===== src/rtl/cnn_ctrl_pkg.sv =====
// cnn_ctrl_pkg: shared definitions for the convolution layer sequencer.
//   - state_t : sequencer state encoding
//   - NW      : weight words per group (WEIGHT_SIZE*WINDOW_SIZE)
//   - NW_W    : width of the weight word index
// Size macros normally come from CNNConfig.vh.  The fallbacks below keep this
// slice self-contained when that header is not part of the build.
`ifndef WEIGHT_SIZE
`define WEIGHT_SIZE 2
`endif
`ifndef WINDOW_SIZE
`define WINDOW_SIZE 3
`endif
`ifndef KERNEL_SIZE
`define KERNEL_SIZE 3
`endif

package cnn_ctrl_pkg;
    typedef enum logic [2:0] {
        S_IDLE,
        S_CONF,
        S_LOAD_W,
        S_STREAM,
        S_DRAIN,
        S_DONE
    } state_t;

    localparam int NW   = `WEIGHT_SIZE * `WINDOW_SIZE;
    localparam int NW_W = (NW > 1) ? $clog2(NW) : 1;
endpackage


===== src/rtl/cnn_weight_bank.sv =====
// cnn_weight_bank: N x 32-bit weight register array feeding the datapath.
// Ports:
//   clk, rst   : clock, asynchronous active-low reset (clears every word)
//   we, idx    : write enable and word index
//   wdata      : word to store at idx
//   weight     : flat view, word k at weight[k*32 +: 32]
module cnn_weight_bank
    import cnn_ctrl_pkg::*;
#(
    parameter int N     = NW,
    parameter int IDX_W = NW_W
) (
    input  logic             clk,
    input  logic             rst,
    input  logic             we,
    input  logic [IDX_W-1:0] idx,
    input  logic [31:0]      wdata,
    output logic [N*32-1:0]  weight
);
    logic [N-1:0][31:0] mem;

    // Compare-per-word decode keeps indexes >= N (non power-of-two N) harmless.
    always_ff @(posedge clk or negedge rst) begin
        if (!rst) begin
            mem <= '0;
        end else if (we) begin
            for (int i = 0; i < N; i++) begin
                if (idx == IDX_W'(i)) mem[i] <= wdata;
            end
        end
    end

    assign weight = mem;
endmodule


===== src/rtl/cnn_conv_ctrl.sv =====
// cnn_conv_ctrl: layer sequencer for the systolic convolution datapath.
// Accepts one layer command, pulses conf_refresh, then per output-channel
// group loads the full weight bank, streams win_cnt windows and drains.
// Ports:
//   clk, rst                        : clock, async active-low reset
//   cmd_*                           : layer command (valid/ready)
//   w_valid/w_ready/w_data          : weight word stream
//   win_in_valid/win_in_ready/_data : window stream from the window generator
//   weight, kernel_*, act_valid,
//   conf_refresh, window_valid,
//   window, stall                   : datapath programming and stream
//   window_stall, conv_empty,
//   conv_valid                      : datapath status
//   out_ready                       : downstream backpressure (maps to stall)
//   abort                           : synchronous return to IDLE
//   busy, done                      : status, done is a one-cycle pulse
module cnn_conv_ctrl
    import cnn_ctrl_pkg::*;
#(
    parameter int WEIGHT_SIZE = `WEIGHT_SIZE,
    parameter int WINDOW_SIZE = `WINDOW_SIZE,
    parameter int KERNEL_SIZE = `KERNEL_SIZE,
    parameter int CNT_W       = 16,
    parameter int GRP_W       = 8
) (
    input  logic                                clk,
    input  logic                                rst,
    input  logic                                cmd_valid,
    output logic                                cmd_ready,
    input  logic [KERNEL_SIZE-1:0]              cmd_kh,
    input  logic [KERNEL_SIZE-1:0]              cmd_kw,
    input  logic                                cmd_act,
    input  logic [CNT_W-1:0]                    cmd_win_cnt,
    input  logic [GRP_W-1:0]                    cmd_grp_cnt,
    input  logic                                w_valid,
    output logic                                w_ready,
    input  logic [31:0]                         w_data,
    input  logic                                win_in_valid,
    output logic                                win_in_ready,
    input  logic [WINDOW_SIZE*32-1:0]           win_in_data,
    output logic [WEIGHT_SIZE*WINDOW_SIZE*32-1:0] weight,
    output logic [KERNEL_SIZE-1:0]              kernel_height,
    output logic [KERNEL_SIZE-1:0]              kernel_width,
    output logic                                act_valid,
    output logic                                conf_refresh,
    output logic                                window_valid,
    output logic [WINDOW_SIZE*32-1:0]           window,
    output logic                                stall,
    input  logic                                window_stall,
    input  logic                                conv_empty,
    input  logic [WEIGHT_SIZE-1:0]              conv_valid,
    input  logic                                out_ready,
    input  logic                                abort,
    output logic                                busy,
    output logic                                done
);
    localparam int NWL = WEIGHT_SIZE * WINDOW_SIZE;
    localparam int IW  = (NWL > 1) ? $clog2(NWL) : 1;
    localparam logic [IW-1:0] LAST = IW'(NWL - 1);

    state_t            state, nstate;
    logic [CNT_W-1:0]  win_cnt_q, cnt;
    logic [GRP_W-1:0]  grp_left;
    logic [IW-1:0]     widx;
    logic              accept, win_hs, w_hs;

    // The datapath gates stall with its own output valids; nothing to do here.
    logic unused_conv_valid;
    assign unused_conv_valid = |conv_valid;

    assign accept       = cmd_valid & cmd_ready;
    assign w_hs         = w_ready & w_valid;
    assign win_hs       = (state == S_STREAM) & win_in_valid & ~window_stall;
    assign win_in_ready = win_hs;
    assign window_valid = win_hs;
    assign window       = win_in_data;
    assign stall        = ~out_ready;
    assign busy         = (state != S_IDLE);

    always_comb begin
        nstate       = state;
        cmd_ready    = 1'b0;
        conf_refresh = 1'b0;
        w_ready      = 1'b0;
        done         = 1'b0;
        case (state)
            S_IDLE: begin
                // Holding off the command during abort keeps the config intact.
                cmd_ready = ~abort;
                if (cmd_valid && !abort)
                    nstate = (cmd_win_cnt == '0 || cmd_grp_cnt == '0) ? S_DONE : S_CONF;
            end
            S_CONF: begin
                conf_refresh = 1'b1;
                nstate       = S_LOAD_W;
            end
            S_LOAD_W: begin
                w_ready = 1'b1;
                if (w_valid && widx == LAST) nstate = S_STREAM;
            end
            S_STREAM: if (win_hs && cnt == CNT_W'(1)) nstate = S_DRAIN;
            S_DRAIN:  if (conv_empty) nstate = (grp_left > GRP_W'(1)) ? S_LOAD_W : S_DONE;
            S_DONE: begin
                done   = ~abort;
                nstate = S_IDLE;
            end
            default: nstate = S_IDLE;
        endcase
        if (abort) nstate = S_IDLE;
    end

    always_ff @(posedge clk or negedge rst) begin
        if (!rst) begin
            state         <= S_IDLE;
            kernel_height <= '0;
            kernel_width  <= '0;
            act_valid     <= 1'b0;
            win_cnt_q     <= '0;
            cnt           <= '0;
            grp_left      <= '0;
            widx          <= '0;
        end else begin
            state <= nstate;
            if (accept) begin
                kernel_height <= cmd_kh;
                kernel_width  <= cmd_kw;
                act_valid     <= cmd_act;
                win_cnt_q     <= cmd_win_cnt;
            end
            if (abort) begin
                cnt      <= '0;
                grp_left <= '0;
                widx     <= '0;
            end else begin
                case (state)
                    S_IDLE:   if (accept) grp_left <= cmd_grp_cnt;
                    S_CONF:   widx <= '0;
                    S_LOAD_W: if (w_valid) begin
                        widx <= (widx == LAST) ? '0 : widx + 1'b1;
                        if (widx == LAST) cnt <= win_cnt_q;
                    end
                    S_STREAM: if (win_hs) cnt <= cnt - 1'b1;
                    S_DRAIN:  if (conv_empty) grp_left <= grp_left - 1'b1;
                    default: ;
                endcase
            end
        end
    end

    // Writes go through even on an abort cycle so the handshake completes.
    cnn_weight_bank #(.N(NWL), .IDX_W(IW)) u_bank (
        .clk    (clk),
        .rst    (rst),
        .we     (w_hs),
        .idx    (widx),
        .wdata  (w_data),
        .weight (weight)
    );
endmodule


===== config.mk =====
export PLATFORM = sky130hd
export DESIGN_NAME = cnn_conv_ctrl
export DESIGN_NICKNAME = d
export VERILOG_FILES = /design/src/rtl/cnn_ctrl_pkg.sv /design/src/rtl/cnn_weight_bank.sv /design/src/rtl/cnn_conv_ctrl.sv
export SDC_FILE = /design/constraint.sdc
export NUM_CORES = 1
export LEC_CHECK = 0
export ABC_CLOCK_PERIOD_IN_PS = 5600
export CORE_AREA = 2 2 182 184
export CTS_CLUSTER_SIZE = 25
export DETAILED_ROUTE_END_ITERATION = 16
export DIE_AREA = 0 0 184 186
export PLACE_DENSITY_LB_ADDON = 0.3
export SLEW_MARGIN = 20
export SYNTH_ARGS = -nofsm -noshare
export SYNTH_HDL_FRONTEND = slang
export SYNTH_SLANG_ARGS = --single-unit
export TNS_END_PERCENT = 5

===== constraint.sdc =====
create_clock -name clk -period 5.6 [get_ports clk]
set_input_delay 0.84 -clock clk [delete_from_list [all_inputs] [get_ports clk]]
set_output_delay 0.84 -clock clk [all_outputs]
set_load 0.02 [all_outputs]

==> results.sh <==
export IMPL_outcome="completed"
export IMPL_ys_ff_latch=245
export IMPL_nNetsFinal=1176
export IMPL_num_antenna_cells=0
export IMPL_vias_per_cell=5.06
export IMPL_grt_util_all_layers=0.159
export IMPL_drive_gt1_frac=0.277
export IMPL_startpoint_type="register"
export IMPL_crit_buf_inv=1
export IMPL_syn_nets=998
export IMPL_power_leakage_nw=6.43
export IMPL_fp_coreArea_um2=32200
export IMPL_grt_pass1_vias=7241
export IMPL_yosysWarnings=0
export IMPL_grt_use_met2=0.253
export IMPL_port_buffers=278
export IMPL_worst_r2r_cell_count=4
export IMPL_clock_latency_ns=0.55
export IMPL_yosys_area_share_xor_xnor=0
export IMPL_maxCapViolCount=0
export IMPL_cp_slowest_cell="nand3b_2"
export IMPL_antenna_found_initial=0
export IMPL_skew_ns=0.0117
export IMPL_worst_ep_required_time_ns=4.76
export IMPL_ctsLongestPathBuffers=3
export IMPL_synthFlopType="dfrtp_1"
export IMPL_synth_fa_ha_area_frac=0.00567
export IMPL_area_growth_pct=30.8
export IMPL_r2r_end="u_bank.weight[100]$_DFFE_PN0P_"
export IMPL_cp_arrival_ns=2.80
export IMPL_drt_iter0_markers=295
export IMPL_hold_buffers=0
export IMPL_worstSetupEndpointType="output pin"
export IMPL_cts_buffers_inserted=28
export IMPL_design_area_um2=14400
export IMPL_drv_slew=0
export IMPL_setup_slack_ns=1.96
export IMPL_synth_seq_area_share=0.555
export IMPL_critical_path_top_delay_family="simple AND/OR/NAND/NOR gates"
export IMPL_synth_simple_gate_area_frac=0.0672
export IMPL_ir_drop_v=0.000209
export IMPL_pin_count=473
export IMPL_setup_viol=0
export IMPL_htreeDepth=1
export IMPL_grt_pass1_wl_mm=42.6
export IMPL_cts_tree="built"
export IMPL_final_util=0.448
export IMPL_gp_congestion=0.865
export IMPL_yosysTopAreaCell="dfrtp_1"
export IMPL_critPathKind="reg -> out"
export IMPL_die_y_um=186
export IMPL_dpl_cell_area_um2=13500
export IMPL_die_area_um2=34200
export IMPL_r2r_slack_ns=2.80
export IMPL_avgRoutedWirePerCell_um=19.6
export IMPL_hp_class="in -> async"
export IMPL_root_buffer="clkbuf_16"
export IMPL_dp_slack_ns=1.88
export IMPL_fin_tns_setup_ns=0
export IMPL_synth_top_family_by_area="multiplexers"
export IMPL_yosysMostFrequentCell="dfrtp_1"
export IMPL_post_cts_setup_buffers=0
export IMPL_busiest_layer="met2"
export IMPL_drc=0
export IMPL_clk_pin_slew_ns=0.06
export IMPL_synth_edf_count=0
export IMPL_synth_area_um2=11000
export IMPL_post_route_period_util=0.650
export IMPL_dp_hpwl_mm=18.9
export IMPL_grtUsageMet3=0.0362
export IMPL_cts_resized=0
export IMPL_wl_mm=28.0
export IMPL_firstDrtPassIters=5
export IMPL_rsz0062_at_grt="no"
export IMPL_synth_top_area_frac=0.555
export IMPL_path_cells="nand3b_2, nor2_1, clkdlybuf4s50_1"
export IMPL_final_antenna_net_count=0
export IMPL_tightest_slew_ns=0.963
export IMPL_met1_usage=0.212
export IMPL_maxSlewHeadroom=0.358
export IMPL_grt_overflow=0
export IMPL_muxShareOfSynthArea=0.221
export IMPL_synth_distinct_cells=70
export IMPL_period_minus_slack_ns=3.64
export IMPL_vias=7226
export IMPL_synthCells=823
export IMPL_slowest_delay_ns=0.74
export IMPL_initial_core_util=0.343
export IMPL_ys_top_cells_by_count="dfrtp_1, mux2_2, buf_4, nor2_1, nor4_1"
export IMPL_synth_compound_area_share=0.0593
export IMPL_die_w_um=184
export IMPL_hold_violations=0
export IMPL_netlist_top_cells_area="dfrtp_1, mux2_2, buf_4"
export IMPL_avgSynthCellArea_um2=13.4
export IMPL_clkSinkCount=245
export IMPL_crit_path_max_fanout=35
export IMPL_r2r_start="state[1]$_DFFE_PN0P_"
export IMPL_total_power_mw=5.72
export IMPL_grt_max_degree=127
export IMPL_power_density_nw_per_um2=397
export IMPL_synthArstFlopShare=1.00
export IMPL_rows=66
export IMPL_fmax_mhz=275
metrics by stage:
step	hold slack (ns)	instances
after global placement	0.468	1379
after detailed placement	0.474	1379
after CTS	0.391	1427
after floorplan	0.470	823
final	0.323	1427
after global routing	0.415	1427
flip-flops by register name, indices dropped and copies added, names as in the netlist:
register and flops:
state 3, kernel_height 3, act_valid 1, grp_left 8, cnt 16, kernel_width 3, u_bank.weight 192, widx 3
win_cnt_q 16
where the power goes:
part           switching [mW]  internal (mW)  leakage, nW  total [mW]
sequential              0.194           2.08         3.30        2.27
combinational           0.762          0.806         2.67        1.57
clock                   0.735           1.15        0.466        1.88
total                    1.69           4.03         6.43        5.72
kinds of logic (layout without fill, tap and decap cells):
family	count (synthesis)	after routing
adder cells (fa/ha/maj)	5	5
flip-flops	245	245
AND/OR/NAND/NOR	117	117
buffers and inverters	151	347
multiplexers	217	217
AO/OA/AOI/OAI	88	88
cells in the final DEF (no fill, tap or decap), types with 4 or more instances in the layout:
master	count
buf_4	6
a22oi_1	4
o211ai_1	7
nand3_1	9
o21ai_0	6
o41ai_1	4
or3_1	4
a211oi_1	8
mux2_1	6
nand2b_1	4
clkbuf_1	4
inv_1	13
clkbuf_8	7
o221ai_1	10
nor2_1	19
o2bb2ai_1	5
dfrtp_1	245
nor4_1	15
o311ai_0	6
clkdlybuf4s50_1	277
a21oi_1	14
clkbuf_16	28
nand2_1	14
mux2_2	209
nor3b_1	5
ha_1	5
nor3_1	10
layout make-up:
cell class                 instances  area [um2]
multi-input combinational        427        3920
timing repair buffer             286        2870
sequential                       245        6130
clock inverter                     9         141
fill                            2952       17800
tap                              408         510
inverter                          13        48.8
clock buffer                      39         812
metal layers:
metal / vias to the layer above / wire length (um) / share of wire
met2: 304 / 13100 / 0.47
met5: - / 0 / 0
met1: 3596 / 12000 / 0.43
li1: 3267 / - / -
met3: 59 / 2050 / 0.073
met4: 0 / 851 / 0.030
how the worst max path moves through the flow:
stage | startpoint | endpoint | slack, ns | cells after the start
5_1_grt | state[2]$_DFFE_PN0P_ | window_valid | 1.78 | 3
3_3_place_gp | w_valid | u_bank.weight[155]$_DFFE_PN0P_ | 1.90 | 6
2_1_floorplan | abort | done | 3.01 | 2
6_report | state[2]$_DFFE_PN0P_ | window_valid | 1.96 | 3
4_1_cts | state[2]$_DFFE_PN0P_ | window_valid | 1.91 | 3
3_5_place_dp | w_valid | u_bank.weight[133]$_DFFE_PN0P_ | 1.88 | 6
worst reg2reg max path: cells and delay by family (launching register included):
| family | cells | cell delay (ns) |
|---|---|---|
| DFF | 1 | 0.60 |
| buffers and inverters | 1 | 0.49 |
| and+or+nand+nor | 2 | 1.28 |
| muxes | 1 | 0.31 |
Note: power is estimated with default switching activity, not from simulation.
